File: config.mk
export PLATFORM = sky130hd
export DESIGN_NAME = bias_relu
export DESIGN_NICKNAME = d
export VERILOG_FILES = /design/src/rtl/bias_relu.sv
export SDC_FILE = /design/constraint.sdc
export NUM_CORES = 1
export LEC_CHECK = 0
export CORE_ASPECT_RATIO = 0.7
export CORE_MARGIN = 4
export CORE_UTILIZATION = 54
export CTS_CLUSTER_DIAMETER = 60
export DETAILED_ROUTE_END_ITERATION = 10
export PLACE_DENSITY_LB_ADDON = 0.15
export SLEW_MARGIN = 20
export SYNTH_ARGS = -nofsm -noshare
export SYNTH_HDL_FRONTEND = slang
export SYNTH_SLANG_ARGS = --single-unit
File: constraint.sdc
create_clock -name clk -period 23.5 [get_ports clk]
set_clock_uncertainty 0.05 [all_clocks]
set_input_delay 3.525 -clock clk [delete_from_list [all_inputs] [get_ports clk]]
set_output_delay 3.525 -clock clk [all_outputs]
set_load 0.005 [all_outputs]
File: src/rtl/bias_relu.sv
// bias_relu: per-lane saturating bias add followed by optional ReLU.
//
// Two-stage valid/avail pipeline that processes a configured number of words.
//   clk        - rising-edge clock
//   rst        - asynchronous active-low reset (release synchronised internally)
//   configure  - load num_items/bias_in/relu_en while idle
//   num_items  - number of words to process in this run
//   bias_in    - per-lane signed bias, lane i at [i*DATA_WIDTH +: DATA_WIDTH]
//   relu_en    - clamp negative results to zero
//   data_in    - input word, valid_in qualifies it, avail_out accepts it
//   data_out   - output word, valid_out qualifies it, avail_in accepts it
//   done       - one-cycle pulse after the last configured word leaves
module bias_relu #(
  parameter int unsigned NUM_INPUTS    = 8,
  parameter int unsigned DATA_WIDTH    = 8,
  parameter int unsigned LOG_MAX_ITEMS = 16
) (
  input  logic                             clk,
  input  logic                             rst,
  input  logic                             configure,
  input  logic [LOG_MAX_ITEMS-1:0]         num_items,
  input  logic [NUM_INPUTS*DATA_WIDTH-1:0] bias_in,
  input  logic                             relu_en,
  input  logic [NUM_INPUTS*DATA_WIDTH-1:0] data_in,
  input  logic                             valid_in,
  output logic                             avail_out,
  output logic [NUM_INPUTS*DATA_WIDTH-1:0] data_out,
  output logic                             valid_out,
  input  logic                             avail_in,
  output logic                             done
);

  localparam int unsigned VW = NUM_INPUTS * DATA_WIDTH;

  typedef enum logic [1:0] {IDLE, RUN, DONE} state_t;

  state_t                   state, state_next;
  logic [1:0]               rst_sync;
  logic                     rst_n;
  logic [LOG_MAX_ITEMS-1:0] cfg_num;
  logic [VW-1:0]            cfg_bias;
  logic                     cfg_relu;
  logic [LOG_MAX_ITEMS-1:0] in_cnt, out_cnt;
  logic                     s1_valid, s2_valid;
  logic [VW-1:0]            s1_data, s2_data;
  logic [VW-1:0]            s1_next, s2_next;
  logic                     in_xfer, out_xfer, s1_adv;

  logic signed [DATA_WIDTH-1:0] lane_a, lane_b, lane_r;
  logic signed [DATA_WIDTH:0]   lane_sum;

  // Assertion is immediate; release reaches the core two edges later.
  always_ff @(posedge clk or negedge rst) begin
    if (!rst) rst_sync <= '0;
    else      rst_sync <= {rst_sync[0], 1'b1};
  end
  assign rst_n = rst_sync[1];

  assign out_xfer  = s2_valid && avail_in;
  assign s1_adv    = !s2_valid || out_xfer;
  assign avail_out = (state == RUN) && (in_cnt < cfg_num) && (!s1_valid || s1_adv);
  assign in_xfer   = valid_in && avail_out;
  assign data_out  = s2_data;
  assign valid_out = s2_valid;
  assign done      = (state == DONE);

  // Stage-1 arithmetic: one guard bit detects overflow per lane.
  always_comb begin
    s1_next  = '0;
    lane_a   = '0;
    lane_b   = '0;
    lane_sum = '0;
    for (int unsigned i = 0; i < NUM_INPUTS; i++) begin
      lane_a   = data_in[i*DATA_WIDTH +: DATA_WIDTH];
      lane_b   = cfg_bias[i*DATA_WIDTH +: DATA_WIDTH];
      lane_sum = {lane_a[DATA_WIDTH-1], lane_a} + {lane_b[DATA_WIDTH-1], lane_b};
      if (lane_sum[DATA_WIDTH] != lane_sum[DATA_WIDTH-1])
        s1_next[i*DATA_WIDTH +: DATA_WIDTH] = lane_sum[DATA_WIDTH]
          ? {1'b1, {(DATA_WIDTH-1){1'b0}}} : {1'b0, {(DATA_WIDTH-1){1'b1}}};
      else
        s1_next[i*DATA_WIDTH +: DATA_WIDTH] = lane_sum[DATA_WIDTH-1:0];
    end
  end

  // Stage-2 ReLU.
  always_comb begin
    s2_next = '0;
    lane_r  = '0;
    for (int unsigned i = 0; i < NUM_INPUTS; i++) begin
      lane_r = s1_data[i*DATA_WIDTH +: DATA_WIDTH];
      s2_next[i*DATA_WIDTH +: DATA_WIDTH] = (cfg_relu && lane_r[DATA_WIDTH-1]) ? '0 : lane_r;
    end
  end

  always_comb begin
    state_next = state;
    case (state)
      IDLE: if (configure) state_next = (num_items == '0) ? DONE : RUN;
      RUN:  if (out_xfer && (out_cnt == cfg_num - LOG_MAX_ITEMS'(1))) state_next = DONE;
      DONE: state_next = IDLE;
      default: state_next = IDLE;
    endcase
  end

  always_ff @(posedge clk or negedge rst_n) begin
    if (!rst_n) state <= IDLE;
    else        state <= state_next;
  end

  always_ff @(posedge clk or negedge rst_n) begin
    if (!rst_n) begin
      cfg_num  <= '0;
      cfg_bias <= '0;
      cfg_relu <= 1'b0;
      in_cnt   <= '0;
      out_cnt  <= '0;
    end else if (state == IDLE && configure) begin
      cfg_num  <= num_items;
      cfg_bias <= bias_in;
      cfg_relu <= relu_en;
      in_cnt   <= '0;
      out_cnt  <= '0;
    end else begin
      if (in_xfer) in_cnt <= in_cnt + LOG_MAX_ITEMS'(1);
      if (out_xfer && out_cnt < cfg_num) out_cnt <= out_cnt + LOG_MAX_ITEMS'(1);
    end
  end

  always_ff @(posedge clk or negedge rst_n) begin
    if (!rst_n) begin
      s1_valid <= 1'b0;
      s1_data  <= '0;
      s2_valid <= 1'b0;
      s2_data  <= '0;
    end else begin
      if (in_xfer) begin
        s1_valid <= 1'b1;
        s1_data  <= s1_next;
      end else if (s1_adv) begin
        s1_valid <= 1'b0;
      end
      if (s1_adv) begin
        s2_valid <= s1_valid;
        if (s1_valid) s2_data <= s2_next;
      end
    end
  end

endmodule

==> impl_metrics.tcl <==
set metrics [dict create \
    start_kind "input port" \
    cts_setup_buffers 0 \
    cts.sinks 247 \
    setup_viol 0 \
    status "complete, no violations" \
    rows 49 \
    syn_area_um2 14100 \
    die_w_um 201 \
    path_class "in -> out" \
    wire_per_inst_um 16.0 \
    multi_input_area_um2 7450 \
    yosys_warnings 0 \
    ys_ff_latch 247 \
    setup_tns_ps 0 \
    ir_drop_v 0.0000564 \
    fmax_mhz 112 \
    grt_use_total 0.237 \
    coreArea_um2 25700 \
    maxSlewViolCount 0 \
    critPathBufInv 2 \
    slew-limit-headroom 0.314 \
    final_nets 2079 \
    critPathMaxStageDelay_ps 510 \
    power_w 0.00140 \
    seq_area_frac_synth 0.439 \
    period_share 0.381 \
    num-fill-cells 2146 \
    regToRegEndpoint "s1_data[56]" \
    cp.required_ps 19930 \
    period_needed_ps 8950 \
    vias_per_cell 5.46 \
    synthCells 1634 \
    post-dp-hpwl_um 25100 \
    hold_path_class "reg -> async" \
    r2r-start "cfg_num[2]" \
    drt-total-wl_um 34800 \
    pin_count 217 \
    drc 0 \
    place_congestion 0.871 \
    drt_iter0_markers 672 \
    n_antenna_cell 0 \
    synthArstFlopShare 1.00 \
    worstPathArrival_ps 5370 \
    grt_first_pass_wirelength_um 57100 \
    grt_pass1_vias 11400 \
    tightest_slew_ps 1030 \
    drive_gt1_frac 0.0461 \
    cts_buffers 26 \
    p_leak_nw 8.14 \
    cpLargestDelayFamily "buffers and inverters" \
    die-area_um2 28800 \
    rrSetupSlack_ps 20020 \
    crit_path_max_fanout 3 \
    max_cap_violations 0 \
    rsz0062_at_grt "false" \
    cts_tree "built" \
    gr-total-overflow 0 \
    htree_levels 1 \
    syn_area_per_cell_um2 8.62 \
    hold_buffers 0 \
    dr_total_vias 11900 \
    regArea_um2 6180 \
    grt_max_degree 110 \
    clk_pin_slew_ps 60 \
    port_buffers 216 \
    die_y_um 143 \
    finalHoldViolCount 0 \
    antenna_found_initial 2 \
    synth.distinct_cells 73 \
    first_pass_iters 5 \
    cts-resized-gates 0 \
    end_kind "primary output" \
    detail-route-antenna-nets 0 \
    worstSkewPairLatency_ps 520 \
    areaGrowthSynthToFinish_pct 23.2 \
    clk_path_buf_depth 3 \
    synth-edff-count 0 \
    r2r_cells 9 \
    synth_nets 1890 \
    cts_root_buffer "clkbuf_16" \
    powerDensity_nw_per_um2 80.8 \
    path_cells "clkdlybuf4s50_1 -> nand3b_1 -> nand4b_1 -> nor3_2 -> o21a_1 -> clkdlybuf4s50_1" \
    cpMaxStageDelayCell "clkdlybuf4s50_1" \
    start_util 0.549 \
    path_common_cell "clkdlybuf4s50_1" \
    synth_top_flop_cell "dfrtp_1" \
]
-- how the worst max path moves through the flow --
stage	to	start	cells past startpoint
floorplan	avail_out	avail_in	4
finish	avail_out	avail_in	6
global route	avail_out	avail_in	6
detailed placement	avail_out	avail_in	6
CTS	avail_out	avail_in	6
global placement	avail_out	avail_in	6
-- where the power goes --
part / leakage, nW / internal [W] / switching [W] / total (W)
logic: 4.65 / 0.000205 / 0.000195 / 0.000400
registers: 3.07 / 0.000521 / 0.0000700 / 0.000591
clock network: 0.425 / 0.000246 / 0.000166 / 0.000413
-- Yosys cell counts, drive strengths merged, types with 3 or more instances --
library cell	n	area, µm²
a21o	24	180
fa	8	160
a31oi	15	93.8
xor2	17	149
ha	98	1230
and3	3	18.8
mux2	12	135
nand2	431	1620
nor2	87	334
or3	9	56.3
inv	62	233
nor2b	14	87.6
a211oi	9	67.6
o21a	12	90.1
and2	5	31.3
o211ai	7	57.6
nand3	18	90.1
o21ai	189	946
nand2b	43	269
or2	7	43.8
a2111oi	3	51.3
nand3b	4	30.0
and4	4	35.0
xnor2	37	324
clkbuf	57	215
nor3	20	120
mux2i	3	30.0
nor4	10	75.1
dfrtp	247	6180
o31ai	8	60.1
or4	12	90.1
buf	5	31.3
a211o	8	70.1
a21oi	91	459
nand4	20	131
o21bai	4	30.0
-- state kept, by name, summed over array words and instances, names as in the netlist --
name and cells:
cfg_bias 64, cfg_num 16, cfg_relu 1, data_out 64, in_cnt 16, out_cnt 16
rst_sync 2, s1_data 64, s1_valid 1, state 2, valid_out 1
-- layer usage --
layer  vias to the layer above  track usage  share of wire
li1                       5995            -              -
met1                      5540        0.339           0.47
met4                         4       0.0478          0.018
met3                        46       0.0400          0.055
met5                         -            0        0.00078
met2                       278        0.387           0.45
-- cells in the final DEF, fill, tap and decap left out, types with 16 or more instances in the layout --
master	synthesis	routed
nand2_1	430	428
dfrtp_1	247	246
clkdlybuf4s50_1	0	216
o21ai_0	187	187
ha_1	98	98
a21oi_1	90	90
nor2_1	86	86
inv_1	62	62
nand2b_1	43	43
xnor2_1	37	37
clkbuf_16	0	27
a21o_1	24	24
nand4_1	19	19
nand3_1	18	18
xor2_1	17	17
nor3_1	16	16
-- area by class of cell --
| type | instances | area share |
|---|---|---|
| Sequential cell | 247 | 0.356 |
| Clock buffer | 42 | 0.0468 |
| Multi-Input combinational cell | 1263 | 0.429 |
| Timing Repair Buffer | 223 | 0.128 |
| Inverter | 62 | 0.0134 |
| Clock inverter | 5 | 0.00303 |
| Tap cell | 331 | 0.0238 |
-- worst reg2reg max path, cell delays in order (launching register included) --
cell      delay (ps)
dfrtp_1          510
inv_1            180
ha_1             340
a211oi_1         210
o21ai_0          150
a21oi_1          360
o211ai_4         120
buf_4            390
a211oi_1         870
a21oi_1          140
-- cell families (layout without fill, tap and decap cells) --
family	after synthesis	after routing	share of synthesized area
adder cells (fa/ha/maj)	106	106	0.0984
AO/OA/AOI/OAI	395	395	0.165
XOR/XNOR	54	54	0.0336
other	1	1	0.000266
AND/OR/NAND/NOR	692	692	0.218
flip-flops	247	247	0.439
multiplexers	15	15	0.0117
buffers and inverters	124	332	0.0340
-- per-stage QoR --
| stage | hold slack (ps) | cell area [µm²] | utilization | setup slack [ps] | instances |
|---|---|---|---|---|---|
| floorplan | 281 | 14100 | - | 15810 | 1634 |
| global placement | 205 | 16500 | 0.642 | 14560 | 2126 |
| detailed placement | 211 | 16500 | 0.642 | 14580 | 2126 |
| CTS | 213 | 17400 | 0.676 | 14560 | 2173 |
| global route | 231 | 17400 | 0.676 | 14470 | 2173 |
| finish | 197 | 17400 | 0.676 | 14550 | 2173 |
No activity file was read; power rests on OpenSTA's default activity.
==> RTL edit 1 (config.mk and constraints unchanged) <==
The parameter `DATA_WIDTH` goes from 8 to 12.
--- a/src/rtl/bias_relu.sv
+++ b/src/rtl/bias_relu.sv
@@ -13,5 +13,5 @@
 module bias_relu #(
   parameter int unsigned NUM_INPUTS    = 8,
-  parameter int unsigned DATA_WIDTH    = 8,
+  parameter int unsigned DATA_WIDTH    = 12,
   parameter int unsigned LOG_MAX_ITEMS = 16
 ) (
Ports: changed (resized bias_in, data_in and data_out); port bits go from 217 to 313. The function was not compared with the original's and may differ.
==> RTL edit 1 against the unedited design <==
Die area is 34% higher; sequential cell count is 96 higher; worst setup slack worse by 470 ps; core utilization is 1.2 points higher; synthesized cell count is 33% higher; wire length is 53% higher; total power is 95% higher; design area is 38% higher; synthesized area is 36% higher; critical path type unchanged.
==> RTL edit 1: results (changes against the unedited design) <==
* Register area share after synthesis at 0.4470 (+0.008418)
* Number of distinct library cells after synthesis at 79 (+8.2%)
* Worst reg2reg path startpoint: cfg_num[13]$_DFFE_PN0P_
* Outcome: completed
* Seq. cell area at 8587 sq um (+39%)
* Comb power frac at 0.415 (+0.130)
* Post-Synth Adder-Cell Area at 0.09410 (-0.004279)
* Gr usage total at 0.2693 (+0.03231)
* CP peak stage delay at 800 ps (+290 ps)
* Synth cell count leaders: nand2_1, dfrtp_1, o21ai_0
* Multiplexer area fraction after synthesis at 0.004757 (-0.006963)
* # diodes at 6 (+6)
* XOR/XNOR Fraction of Synth Area at 0.03786 (+0.004299)
* Pin count of the biggest net entering global routing at 125 (+14%)
* Seq Cell Count at 343 (+39%)
* Layout clock buffer count at 43 (+2.4%)
* Multi-input combinational area share at 0.4191 (-0.01003)
* Num CTS Buffers at 37 (+42%)
* Number of global-route vias before repair at 16770 (+47%)
* Worst VDD drop at 0.05914 mV (+4.8%)
* Synthesized Nets at 2533 (+34%)
* Top post-synthesis cells by area: dfrtp_1, nand2_1, ha_1, o21ai_0, xnor2_1
* Worst-Skew Late Latency at 540 ps (+20 ps)
* Slew margin rel. at 0.3109 (-0.002977)
* NonClk Buf Share at 0.1349 (+0.007130)
* Nets at 2813 (+35%)
* First-pass GRT wire length at 85.82 mm (+50%)
* Sequential power share at 0.361 (-0.060)
* Critical Path Fanout Max at 4 (+1)
* CP max stage cell: a2111oi_1
* Layout cell share with drive strength beyond 1 at 0.05274 (+0.006592)
* WHS at 263.5 ps (+66.55 ps)
* Lkg Pwr at 11.10 nW (+36%)
* Iteration-0 DRC Markers at 1315 (+96%)
* DRT Pass-1 Iters at 6 (+1)
* Buffers, non-clock at 323 (+45%)
* Ys async rst share at 1.000 (unchanged)
* ClkCell Share at 0.05176 (+0.001984)
* Initial antenna violation count at 6 (+4)
* Detailed placer's ending HPWL at 38.37 mm (+53%)
* Clock transition at path regs at 60 ps (about the same)
* NetSw at 0.0009986 W (+130%)
* Worst EP arrival at 5840 ps (+470 ps)
* Filler cell count at 2806 (+31%)
* Synth Area in Compound Gates at 0.1787 (+0.01336)
* PortBufs at 312 (+44%)
* Logic inverters at 72 (+16%)
* Via/cell ratio at 5.720 (+4.8%)
* #MultiIn Comb at 1684 (+33%)
* Gp weighted congestion at 0.9428 (+8.3%)
* Register-to-register setup slack at 19170 ps (-850 ps)
* H-tree Lvls at 2 (+1)
* Sequential-cell power consumption at 0.000987 W (+67%)
* Delay-heaviest family, CP: compound AO/OA/AOI/OAI gates
* Post-Route WL at 53.18 mm (+53%)
* Worst hold path type: flop to asynchronous set/reset pin
* Prevailing post-synth register cell: dfrtp_1
* FF-to-FF End: s1_data[53]$_DFFE_PN0P_
-- RTL edit 1: cell types whose count changed in the layout (fill, tap and decap cells not counted), moves of 33 or more --
cell,unedited run,this run
o21a_1,12,45
o221a_2,0,40
clkdlybuf4s50_1,216,312
dfrtp_1,246,342
nor2_1,86,141
nand2_1,428,592
-- RTL edit 1: per-stage QoR --
| step | setup WS, ps | instances | utilization | area [sq um] |
|---|---|---|---|---|
| after floorplan | 13180 | 2181 | - | 19200 |
| after global placement | 14120 | 2893 | 0.6510 | 22700 |
| after detailed placement | 14100 | 2894 | 0.6517 | 22730 |
| after CTS | 14100 | 2956 | 0.6874 | 23970 |
| after global routing | 13950 | 2961 | 0.6882 | 24000 |
| final | 14080 | 2962 | 0.6882 | 24000 |
-- RTL edit 1: metal layers --
metal  share of wire  global-route usage
met1            0.45              0.3859
met2            0.46              0.4251
met3           0.056             0.03807
met4           0.030             0.08957
met5         0.00039                   0
==> RTL edit 2 (same flow settings) <==
Without the edit above. The 3 states of `state_t` get a one-hot encoding in 3 bits.
--- a/src/rtl/bias_relu.sv
+++ b/src/rtl/bias_relu.sv
@@ -33,5 +33,5 @@
   localparam int unsigned VW = NUM_INPUTS * DATA_WIDTH;
 
-  typedef enum logic [1:0] {IDLE, RUN, DONE} state_t;
+  typedef enum logic [2:0] {IDLE = 3'b001, RUN = 3'b010, DONE = 3'b100} state_t;
 
   state_t                   state, state_next;
Behaviour: same outputs for any inputs over 4 cycles, from zero or initial values and one cycle with rst low; so few cycles prove little.
==> RTL edit 2 against the unedited design <==
Die area is 0.71% higher; synthesized area increased by 0.75%; design area grew 0.97%; sequential cell count increased by 1; wire length up 5.0%; worst setup slack improved by 190 ps; largest cell class unchanged.
Power is not compared: it rests on default switching activity, and its combinational part moved more than twofold at a synthesized area within 25%.
==> RTL edit 2: results (changes against the unedited design) <==
* ClkCell Share at 0.04980 (about the same)
* Iteration-0 DRC Markers at 837 (+25%)
* Worst-Skew Late Latency at 540 ps (+20 ps)
* Outcome: completed
* Synth cell count leaders: nand2_1, dfrtp_1, o21ai_0
* FF-to-FF End: out_cnt[8]$_DFFE_PN0P_
* NonClk Buf Share at 0.1257 (-0.002007)
* WHS at 306.8 ps (+109.8 ps)
* Filler cell count at 2164 (+0.84%)
* First-pass GRT wire length at 60.16 mm (+5.4%)
* Pre-CTS WS at 14750 ps (+175.3 ps)
* Tap cells at 357 (+7.9%)
* Nets at 2107 (+1.3%)
* Worst hold path type: flop to flop
* Synthesized Nets at 1916 (+1.4%)
* Layout clock buffer count at 35 (-17%)
* XOR/XNOR Fraction of Synth Area at 0.03516 (+0.001599)
* Gr usage total at 0.2492 (+0.01224)
* Pin count of the biggest net entering global routing at 178 (+62%)
* Via/cell ratio at 5.522 (+1.1%)
* Mean Syn Cell Area at 8.553 sq um (-0.82%)
* Layout cell share with drive strength beyond 1 at 0.04280 (-0.003342)
* Post-Synth Adder-Cell Area at 0.09834 (about the same)
* Worst reg2reg path startpoint: cfg_num[4]$_DFFE_PN0P_
* Gp weighted congestion at 0.9324 (+7.1%)
* Wirelength per Cell at 16.37 um (+2.3%)
* Register area share after synthesis at 0.4372 (-0.001435)
* Synth Area in Compound Gates at 0.1701 (+0.004754)
* Post-Route WL at 36.49 mm (+5.0%)
* Number of distinct library cells after synthesis at 69 (-5.5%)
* #MultiIn Comb at 1293 (+2.4%)
* Worst slew pin tran at 1049 ps (+19.60 ps)
* Synth Register Bits at 248 (+0.40%)
[RTL edit 2: cell types whose count changed after synthesis, moves of 6 or more]
cell      before  now
o21ai_0      187  198
o21a_1        12   22
nand2b_1      43   28
or3_1          9   18
and3_1         3    9
clkbuf_1      56   48
xnor2_1       37   45
a21o_1        24   12
or4_1         12    3
nor2_1        86  101
mux2_2        12    3
[RTL edit 2: cell families after synthesis]
kind of cell / Yosys count
fa+ha+maj: 107
xor+xnor: 57
other cells: 1
mux: 9
flops: 248
compound gates: 414
buf+inv: 119
simple gates: 705
[RTL edit 2: per-layer routing]
metal  vias up  share of wire  GRT usage
li1       6091              -          -
met1      5786           0.47     0.3612
met2       358           0.43     0.3847
met3        68          0.074    0.05910
met4        10          0.023    0.05751
met5         -         0.0019          0
[RTL edit 2: worst max-delay path: stages]
cell             delay, ps
clkdlybuf4s50_1        500
nand3b_1               150
o211ai_1               180
nor2_1                 120
and3_1                 190
clkdlybuf4s50_1        510
